===== config.mk =====
export PLATFORM = sky130hd
export DESIGN_NAME = gold_symbol_scrambler_flat
export DESIGN_NICKNAME = d
export VERILOG_FILES = /design/src/rtl/gold_symbol_scrambler_if.sv /design/src/rtl/gold_symbol_scrambler.sv /design/src/flat_wrapper.sv
export SDC_FILE = /design/constraint.sdc
export NUM_CORES = 1
export LEC_CHECK = 0
export ABC_AREA = 1
export CAP_MARGIN = 20
export CORE_MARGIN = 2
export CORE_UTILIZATION = 61
export DETAILED_ROUTE_END_ITERATION = 8
export PLACE_DENSITY = 0.88
export SKIP_LAST_GASP = 1
export SYNTH_ARGS = -nofsm -noshare
export SYNTH_HDL_FRONTEND = slang
export SYNTH_SLANG_ARGS = --single-unit

===== constraint.sdc =====
create_clock -name i_clk -period 3.16 [get_ports i_clk]
set_input_delay 0.79 -clock i_clk [delete_from_list [all_inputs] [get_ports i_clk]]
set_output_delay 0.79 -clock i_clk [all_outputs]
set_load 0.1 [all_outputs]

===== src/rtl/gold_symbol_scrambler_if.sv =====
// Symbol stream and control bundle for gold_symbol_scrambler.
// Names follow the scrambler's port list; master drives stimulus.
interface gold_symbol_scrambler_if #(
  parameter int DATA_W = 8
) ();
  logic                     i_start;
  logic [17:0]              i_code_n;
  logic                     i_in_valid;
  logic                     o_in_ready;
  logic signed [DATA_W-1:0] i_in_i;
  logic signed [DATA_W-1:0] i_in_q;
  logic                     o_out_valid;
  logic                     i_out_ready;
  logic signed [DATA_W-1:0] o_out_i;
  logic signed [DATA_W-1:0] o_out_q;
  logic                     o_out_last;
  logic [1:0]               o_out_rn;
  logic                     o_busy;

  modport master (
    output i_start, i_code_n,
    output i_in_valid, i_in_i, i_in_q,
    output i_out_ready,
    input  o_in_ready,
    input  o_out_valid, o_out_i, o_out_q,
    input  o_out_last, o_out_rn, o_busy
  );

  modport slave (
    input  i_start, i_code_n,
    input  i_in_valid, i_in_i, i_in_q,
    input  i_out_ready,
    output o_in_ready,
    output o_out_valid, o_out_i, o_out_q,
    output o_out_last, o_out_rn, o_busy
  );
endinterface


===== src/rtl/gold_symbol_scrambler.sv =====
// Gold-sequence QPSK symbol scrambler: rotates each symbol by Rn*90 deg,
// code index pre-advances x, frames marked with o_out_last.
module gold_symbol_scrambler #(
  parameter int DATA_W       = 8,
  parameter int FRAME_LEN    = 16200,
  parameter bit AUTO_RESTART = 1'b1
) (
  input  logic                    i_clk,
  input  logic                    i_reset,
  gold_symbol_scrambler_if.slave  bus
);
  localparam int CW =
    (FRAME_LEN > 1) ? $clog2(FRAME_LEN) : 1;
  localparam logic [CW-1:0] LAST_IDX =
    CW'(FRAME_LEN - 1);

  localparam logic [17:0] X_SEED = 18'h00001;
  localparam logic [17:0] Y_SEED = 18'h3FFFF;

  localparam logic signed [DATA_W-1:0] S_MIN =
    {1'b1, {(DATA_W-1){1'b0}}};
  localparam logic signed [DATA_W-1:0] S_MAX =
    {1'b0, {(DATA_W-1){1'b1}}};

  localparam logic [1:0] S_IDLE = 2'd0;
  localparam logic [1:0] S_SEED = 2'd1;
  localparam logic [1:0] S_RUN  = 2'd2;

  logic [1:0]               state_q, state_d;
  logic [17:0]              x_q, x_d;
  logic [17:0]              y_q, y_d;
  logic [17:0]              down_q, down_d;
  logic [17:0]              code_q, code_d;
  logic [CW-1:0]            cnt_q, cnt_d;
  logic                     valid_q, valid_d;
  logic                     last_q, last_d;
  logic [1:0]               rn_q, rn_d;
  logic signed [DATA_W-1:0] oi_q, oi_d;
  logic signed [DATA_W-1:0] oq_q, oq_d;

  logic [17:0]              x_nxt, y_nxt;
  logic [1:0]               rn;
  logic                     in_ready, accept;
  logic signed [DATA_W-1:0] rot_i, rot_q;

  function automatic logic signed [DATA_W-1:0] sneg(
    input logic signed [DATA_W-1:0] v
  );
    return (v == S_MIN) ? S_MAX : -v;
  endfunction

  assign x_nxt = {x_q[7] ^ x_q[0], x_q[17:1]};
  assign y_nxt = {y_q[10] ^ y_q[7] ^ y_q[5] ^ y_q[0],
                  y_q[17:1]};

  assign rn = {x_q[4] ^ x_q[6] ^ x_q[15] ^
               y_q[5] ^ y_q[6] ^ (^y_q[15:8]),
               x_q[0] ^ y_q[0]};

  assign in_ready = (state_q == S_RUN) &&
                    (!valid_q || bus.i_out_ready);
  assign accept   = bus.i_in_valid && in_ready;

  always_comb begin
    rot_i = bus.i_in_i;
    rot_q = bus.i_in_q;
    unique case (1'b1)
      rn == 2'd0: begin
        rot_i = bus.i_in_i;
        rot_q = bus.i_in_q;
      end
      rn == 2'd1: begin
        rot_i = sneg(bus.i_in_q);
        rot_q = bus.i_in_i;
      end
      rn == 2'd2: begin
        rot_i = sneg(bus.i_in_i);
        rot_q = sneg(bus.i_in_q);
      end
      rn == 2'd3: begin
        rot_i = bus.i_in_q;
        rot_q = sneg(bus.i_in_i);
      end
    endcase
  end

  always_comb begin
    state_d = state_q;
    x_d     = x_q;
    y_d     = y_q;
    down_d  = down_q;
    code_d  = code_q;
    cnt_d   = cnt_q;
    valid_d = valid_q;
    last_d  = last_q;
    rn_d    = rn_q;
    oi_d    = oi_q;
    oq_d    = oq_q;
    if (bus.i_start) begin
      code_d  = bus.i_code_n;
      down_d  = bus.i_code_n;
      x_d     = X_SEED;
      y_d     = Y_SEED;
      cnt_d   = '0;
      valid_d = 1'b0;
      state_d = S_SEED;
    end else begin
      if (valid_q && bus.i_out_ready) valid_d = 1'b0;
      unique case (1'b1)
        state_q == S_SEED: begin
          if (down_q != 18'd0) begin
            x_d    = x_nxt;
            down_d = down_q - 18'd1;
          end else begin
            state_d = S_RUN;
          end
        end
        state_q == S_RUN: begin
          if (accept) begin
            x_d     = x_nxt;
            y_d     = y_nxt;
            valid_d = 1'b1;
            oi_d    = rot_i;
            oq_d    = rot_q;
            rn_d    = rn;
            last_d  = (cnt_q == LAST_IDX);
            cnt_d   = cnt_q + 1'b1;
            if (cnt_q == LAST_IDX) begin
              cnt_d = '0;
              // Fresh seeds make every frame scramble identically
              if (AUTO_RESTART) begin
                x_d     = X_SEED;
                y_d     = Y_SEED;
                down_d  = code_q;
                state_d = S_SEED;
              end else begin
                state_d = S_IDLE;
              end
            end
          end
        end
        default: ;
      endcase
    end
  end

  always_ff @(posedge i_clk) begin
    if (i_reset) begin
      state_q <= S_IDLE;
      x_q     <= X_SEED;
      y_q     <= Y_SEED;
      down_q  <= '0;
      code_q  <= '0;
      cnt_q   <= '0;
      valid_q <= 1'b0;
      last_q  <= 1'b0;
      rn_q    <= '0;
      oi_q    <= '0;
      oq_q    <= '0;
    end else begin
      state_q <= state_d;
      x_q     <= x_d;
      y_q     <= y_d;
      down_q  <= down_d;
      code_q  <= code_d;
      cnt_q   <= cnt_d;
      valid_q <= valid_d;
      last_q  <= last_d;
      rn_q    <= rn_d;
      oi_q    <= oi_d;
      oq_q    <= oq_d;
    end
  end

  assign bus.o_in_ready  = in_ready;
  assign bus.o_out_valid = valid_q;
  assign bus.o_out_i     = oi_q;
  assign bus.o_out_q     = oq_q;
  assign bus.o_out_last  = last_q;
  assign bus.o_out_rn    = rn_q;
  assign bus.o_busy      = (state_q != S_IDLE);
endmodule


===== src/flat_wrapper.sv =====
// flat-port wrapper written by rule: the top's interface ports become plain ports
module gold_symbol_scrambler_flat 
#(
  parameter int DATA_W       = 8,
  parameter int FRAME_LEN    = 16200,
  parameter bit AUTO_RESTART = 1'b1
)
  (i_clk, i_reset, bus_i_start, bus_i_code_n, bus_i_in_valid, bus_i_in_i, bus_i_in_q, bus_i_out_ready, bus_o_in_ready, bus_o_out_valid, bus_o_out_i, bus_o_out_q, bus_o_out_last, bus_o_out_rn, bus_o_busy);
  gold_symbol_scrambler_if #(.DATA_W(DATA_W)) bus_i ();
  input  logic i_clk;
  input  logic i_reset;
  input wire logic [$bits(bus_i.i_start)-1:0] bus_i_start;
  input wire logic [$bits(bus_i.i_code_n)-1:0] bus_i_code_n;
  input wire logic [$bits(bus_i.i_in_valid)-1:0] bus_i_in_valid;
  input wire logic [$bits(bus_i.i_in_i)-1:0] bus_i_in_i;
  input wire logic [$bits(bus_i.i_in_q)-1:0] bus_i_in_q;
  input wire logic [$bits(bus_i.i_out_ready)-1:0] bus_i_out_ready;
  output wire logic [$bits(bus_i.o_in_ready)-1:0] bus_o_in_ready;
  output wire logic [$bits(bus_i.o_out_valid)-1:0] bus_o_out_valid;
  output wire logic [$bits(bus_i.o_out_i)-1:0] bus_o_out_i;
  output wire logic [$bits(bus_i.o_out_q)-1:0] bus_o_out_q;
  output wire logic [$bits(bus_i.o_out_last)-1:0] bus_o_out_last;
  output wire logic [$bits(bus_i.o_out_rn)-1:0] bus_o_out_rn;
  output wire logic [$bits(bus_i.o_busy)-1:0] bus_o_busy;
  assign bus_i.i_start = bus_i_start;
  assign bus_i.i_code_n = bus_i_code_n;
  assign bus_i.i_in_valid = bus_i_in_valid;
  assign bus_i.i_in_i = bus_i_in_i;
  assign bus_i.i_in_q = bus_i_in_q;
  assign bus_i.i_out_ready = bus_i_out_ready;
  assign bus_o_in_ready = bus_i.o_in_ready;
  assign bus_o_out_valid = bus_i.o_out_valid;
  assign bus_o_out_i = bus_i.o_out_i;
  assign bus_o_out_q = bus_i.o_out_q;
  assign bus_o_out_last = bus_i.o_out_last;
  assign bus_o_out_rn = bus_i.o_out_rn;
  assign bus_o_busy = bus_i.o_busy;
  gold_symbol_scrambler #(.DATA_W(DATA_W), .FRAME_LEN(FRAME_LEN), .AUTO_RESTART(AUTO_RESTART)) u_core (.i_clk(i_clk), .i_reset(i_reset), .bus(bus_i));
endmodule

# --- Yosys cells after proc, flatten, opt, wreduce, memory -nomap -nowiden ---
# Index checks and enable logic that the tools add are counted.
word_totals:
  reg_bits: 108
  input_bits: 39
  out_inout_bits: 22
  wordCells: 84
classes:
  n_addsub: 4
  eq_ne: 16
  mux: 23
  bitwise: 11
  reduce_logical: 18
ops:
  columns: ["operator", "n"]
  rows:
  - ["2-to-1 mux 18 bit", 8]
  - ["one-hot mux 18 bit (2 select lines)", 2]
  - ["one-hot mux 8 bit (4 select lines)", 2]
  - ["nonzero test 18 bit", 1]
  - ["subtractor 18 x 1 -> 18 bit (second input constant)", 1]
  - ["equality test 8 bit (second input constant)", 2]
  - ["2-to-1 mux 8 bit", 2]
  - ["negator 8 bit", 2]
  - ["adder 14 x 1 -> 14 bit (second input constant)", 1]
  - ["equality test 14 bit (second input constant)", 1]
  - ["2-to-1 mux 14 bit", 1]
  - ["AND reduction 4 bit", 3]
  - ["XOR 1 bit", 10]
  - ["!= test 3 bit (second input constant)", 3]
  - ["XOR reduction 8 bit", 1]
  - ["equality test 2 bit (second input constant)", 3]
  - ["2-to-1 mux 2 bit", 3]
  - ["!= test 2 bit (second input constant)", 3]
  - ["AND reduction 3 bit", 2]
  - ["equality test 2 x 1 -> 1 bit (second input constant)", 2]
  - ["2-to-1 mux 1 bit", 4]
  - ["one-hot mux 2 bit (2 select lines)", 1]
  - ["nonzero test 2 bit", 2]
  - ["logical AND 1 bit", 3]
  - ["other kinds (9)", 9]

# --- Depth between registers and ports, before layout ---
depth:
  ltp_word: 7
  depth_mapped: 16

# --- Worst setup path after synthesis ---
# Ideal clock, no wire load.
synth_timing:
  path_type: "in2out"
  start: "input bus_i_out_ready"
  end: "output bus_o_in_ready"
  arrival_ps: 2118
  t_required_ps: 2370
  setup_slack_ps: 252
  stages: 2
  n_path_buf: 0
  path_cell_list: "nor2_1 nor2_1"
synth_between:
  elab_chain_cells: 2
synth_rtl:
  columns: ["item", "line_no", "rtl"]
  rows:
  - ["start, declared", "flat_wrapper.sv:17", "input wire logic [$bits(bus_i.i_out_ready)-1:0] bus_i_out_ready;"]
  - ["logical OR 1 bit", "gold_symbol_scrambler.sv:61", "(!valid_q || bus.i_out_ready);"]
  - ["logical AND 1 bit", "gold_symbol_scrambler.sv:60", "assign in_ready = (state_q == S_RUN) &&"]
  - ["end, declared", "flat_wrapper.sv:18", "output wire logic [$bits(bus_i.o_in_ready)-1:0] bus_o_in_ready;"]
# No other way between the ends.

# --- Worst setup path after layout ---
layout_timing:
  start: "input bus_i_out_ready"
  end: "register u_core.x_q[15]"
layout_between:
  elab_chain_cells: 5
layout_rtl:
  columns: ["item", "line_no", "rtl"]
  rows:
  - ["logical OR 1 bit", "gold_symbol_scrambler.sv:61", null]
  - ["logical AND 1 bit", "gold_symbol_scrambler.sv:60", null]
  - ["logical AND 1 bit", "gold_symbol_scrambler.sv:62", "assign accept = bus.i_in_valid && in_ready;"]
  - ["!= test 2 x 1 -> 1 bit (no line)", null, null]
  - ["AND reduction 3 bit (no line)", null, null]
  - ["end signal, assigned", "gold_symbol_scrambler.sv:150", "x_q <= X_SEED;"]
  - ["end signal, assigned", "gold_symbol_scrambler.sv:162", "x_q <= x_d;"]
  - ["end, declared", "gold_symbol_scrambler.sv:30", "logic [17:0] x_q, x_d;"]
# No other way between the ends.
# A chain may end at the register's enable or synchronous reset.

==> reports/summary.txt <==
CTS Hold Bufs = 0
Status = complete, no violations
Pin count of the biggest net entering global routing = 43
Setup repair bufs after CTS = 0
CP endpoint kind = flip-flop
Multi-input logic area = 3160 um^2
Setup crit start = bus_i_out_ready
Total power = 3050 uW
Final Instance Area = 6670 um^2
Cts repair resizes = 0
CP Cell Sequence = clkdlybuf4s50_1, nor2_1, nor2_4, inv_2, nand2_1, o21a_1, clkinv_2, a21oi_1, a211oi_1
Post-Synth Adder-Cell Area = 0.851%
Post-Synth Simple-Gate Area = 30.4%
CP bufs+invs = 3
# rows = 35
Worst rel slew slack = 57.4%
Worst reg2reg path depth = 10
Pwr dens = 457 nW/um^2
Initial antenna violation count = 0
Syn Area/Cell = 6.82 um^2
Die width = 102 um
Leak = 0.00275 uW
Reg2Reg Launch Point = u_core.state_q[1]
Syn Inst Count = 863
Data arrival, critical path = 2.94 ns
WP data required = 3.42 ns
Most common cell after layout, fill and taps aside = nand2_1
Startpoint Class = input pin
Multiplexer share of the synthesized area = 0%
PortBufs = 60
R2r setup slk = 0.72 ns
DR vias = 5,864
Clock Latency Late Sink = 0.38 ns
Yosys warns = 0
Die H = 102 um
Number of CTS-inserted buffers = 9
Gr ovfl total = 0
Initial DRC count = 395
Slowest stage delay, CP = 0.50 ns
VDD IR max = 0.296 mV
Synth Area in XOR/XNOR = 3.28%
Worst min-delay path startpoint = u_core.bus.o_out_q[6]
Nets = 946
CTS Buffer Depth = 2
Post-DP HPWL = 10.3 mm
Final Critical Period = 2.68 ns
Final Hold Viols = 0
Sequential fraction of the synthesis area = 36.8%
Count of final setup violators = 0
Compound-Gate Fraction of Synth Area = 19.1%
Crit Path Max Fanout = 19
Worst Tran Pin Value = 0.635 ns
First-pass GRT wire length = 23.6 mm
Slowest CP cell = o21a_1
Fin. max-slew vios = 0
DRC Markers = 0
Final setup margin = 0.483 ns
Worst slack at placement = 0.0836 ns
CTS HTree Levels = 3
RSZ-0062 raised after global routing = no
CTS sink cnt = 108
Synthesized Nets = 906
FMAX = 0.374 GHz
Worst Hold Depth = 2
Die area = 10,400 um^2
Via/cell ratio = 5.66
Synthesized area = 5880 um^2
Crit path max-delay family = buffers and inverters
Fraction of layout cells with a size suffix above 1 = 8.60%
Unique masters post-synth = 42
Number of cells on the critical path = 9
Core ar. = 9280 um^2
CTS Root Cell = clkbuf_8
Area after DPL = 6460 um^2
Routed WL per cell = 13.8 um
Share of flip-flops with an asynchronous set or reset = 0%
Min-delay worst type = flip-flop to flip-flop
Area grow syn2layout = 13.3%
Storage element area = 2160 um^2
Post-route setup TNS = 0 ns
CTS tree = built
Drt first pass iters = 7
Diodes inserted = 0
Combinational family with the most area after synthesis = simple AND/OR/NAND/NOR gates
Seq cells post-synth = 108
Post-synth EDFFs = 0
I/O pin cnt = 61
Fillers = 783
Routed WL = 14.3 mm
Max_cap viols = 0
Final period util = 84.7%
Clock transition at the registers of the reported paths = 0.10 ns
Antenna Nets Post-Route = 0
Initial Util = 63.4%
Total Routing Usage GR = 27.8%
GP Congestion = 0.881
Most common flop cell mapped by yosys = dfxtp_1
Crit Path Class = input pin to flip-flop
Worst clock skew = 0.0110 ns
Vias in the first global route = 5,268
Most frequent cells in the layout = nand2_1 (202), dfxtp_1 (108), nor2_1 (90)
## logic make-up (layout without fill, tap and decap cells)
logic type,Yosys count,after routing
AO/OA/AOI/OAI,185,185
AND/OR/NAND/NOR,414,414
flip-flops,108,108
XOR/XNOR,22,22
buffers and inverters,130,174
adder cells (fa/ha/maj),4,4
## layout make-up
class | count | share of cell area, %
clock buffer | 10 | 2.06
tap | 129 | 2.42
inverter | 88 | 5.01
timing repair buffer | 71 | 9.61
multi-input combinational | 625 | 47.4
clock inverter | 5 | 1.01
sequential | 108 | 32.4
## synth_stat cells (all sizes together), types with 4 or more instances
master | number | area, um^2
nand2 | 206 | 788
o22ai | 13 | 81.3
o211ai | 35 | 263
nand3 | 88 | 468
xnor2 | 9 | 78.8
nand4 | 8 | 50.1
nor2 | 95 | 379
o221ai | 6 | 52.6
dfxtp | 108 | 2160
buf | 21 | 153
o21a | 9 | 67.6
inv | 87 | 329
a21oi | 78 | 417
clkbuf | 21 | 78.8
nor3 | 11 | 60.1
o21ai | 37 | 185
ha | 4 | 50.1
xor2 | 13 | 114
a211oi | 4 | 35.0
## per-layer routing
layer | GRT usage (%) | share of wire [%] | vias to the layer above
li1 | - | - | 2946
met1 | 36.7 | 46 | 2717
met2 | 47.8 | 47 | 175
met3 | 4.58 | 5.4 | 26
met4 | 6.77 | 1.6 | 0
met5 | 0 | 0 | -
## sequential cells by signal, summed over array words and instances (netlist names)
| register | count |
|---|---|
| u_core.x_q | 18 |
| u_core.down_q | 18 |
| u_core.bus.o_out_last | 1 |
| u_core.cnt_q | 14 |
| u_core.state_q | 2 |
| u_core.bus.o_out_rn | 2 |
| u_core.y_q | 18 |
| u_core.code_q | 18 |
| u_core.bus.o_out_q | 8 |
| u_core.bus.o_out_valid | 1 |
| u_core.bus.o_out_i | 8 |
## path summary, 6_finish.rpt
path | to
worst max-delay path | u_core.x_q[15]
worst min-delay path | u_core.bus.o_out_q[6]
worst max register to register | u_core.x_q[15]
worst min register to register | u_core.bus.o_out_q[6]
## power by group
group	internal (uW)	switching [uW]	total (uW)
Clock	395	482	877
Combinational	249	463	712
Sequential	1420	41.4	1460
Total	2060	986	3050
## worst register-to-register path, cell delays in order, from the launching register on
cell and delay, ns:
dfxtp_1 0.42, nand2_4 0.15, inv_4 0.12, nand2_2 0.07, nor2_4 0.20, inv_2 0.13
nand2_1 0.11, o21a_1 0.50, clkinv_2 0.37, a21oi_1 0.20, a211oi_1 0.06
## stage by stage
stage | utilization (%) | instances | hold WS, ns
6_report | 71.8 | 1036 | 0.471
5_1_grt | 71.8 | 1036 | 0.493
4_1_cts | 71.8 | 1036 | 0.472
3_5_place_dp | 69.6 | 1021 | 0.456
3_3_place_gp | 69.6 | 1021 | 0.450
2_1_floorplan | - | 863 | 0.441
Note: power is estimated with default switching activity, not from simulation.
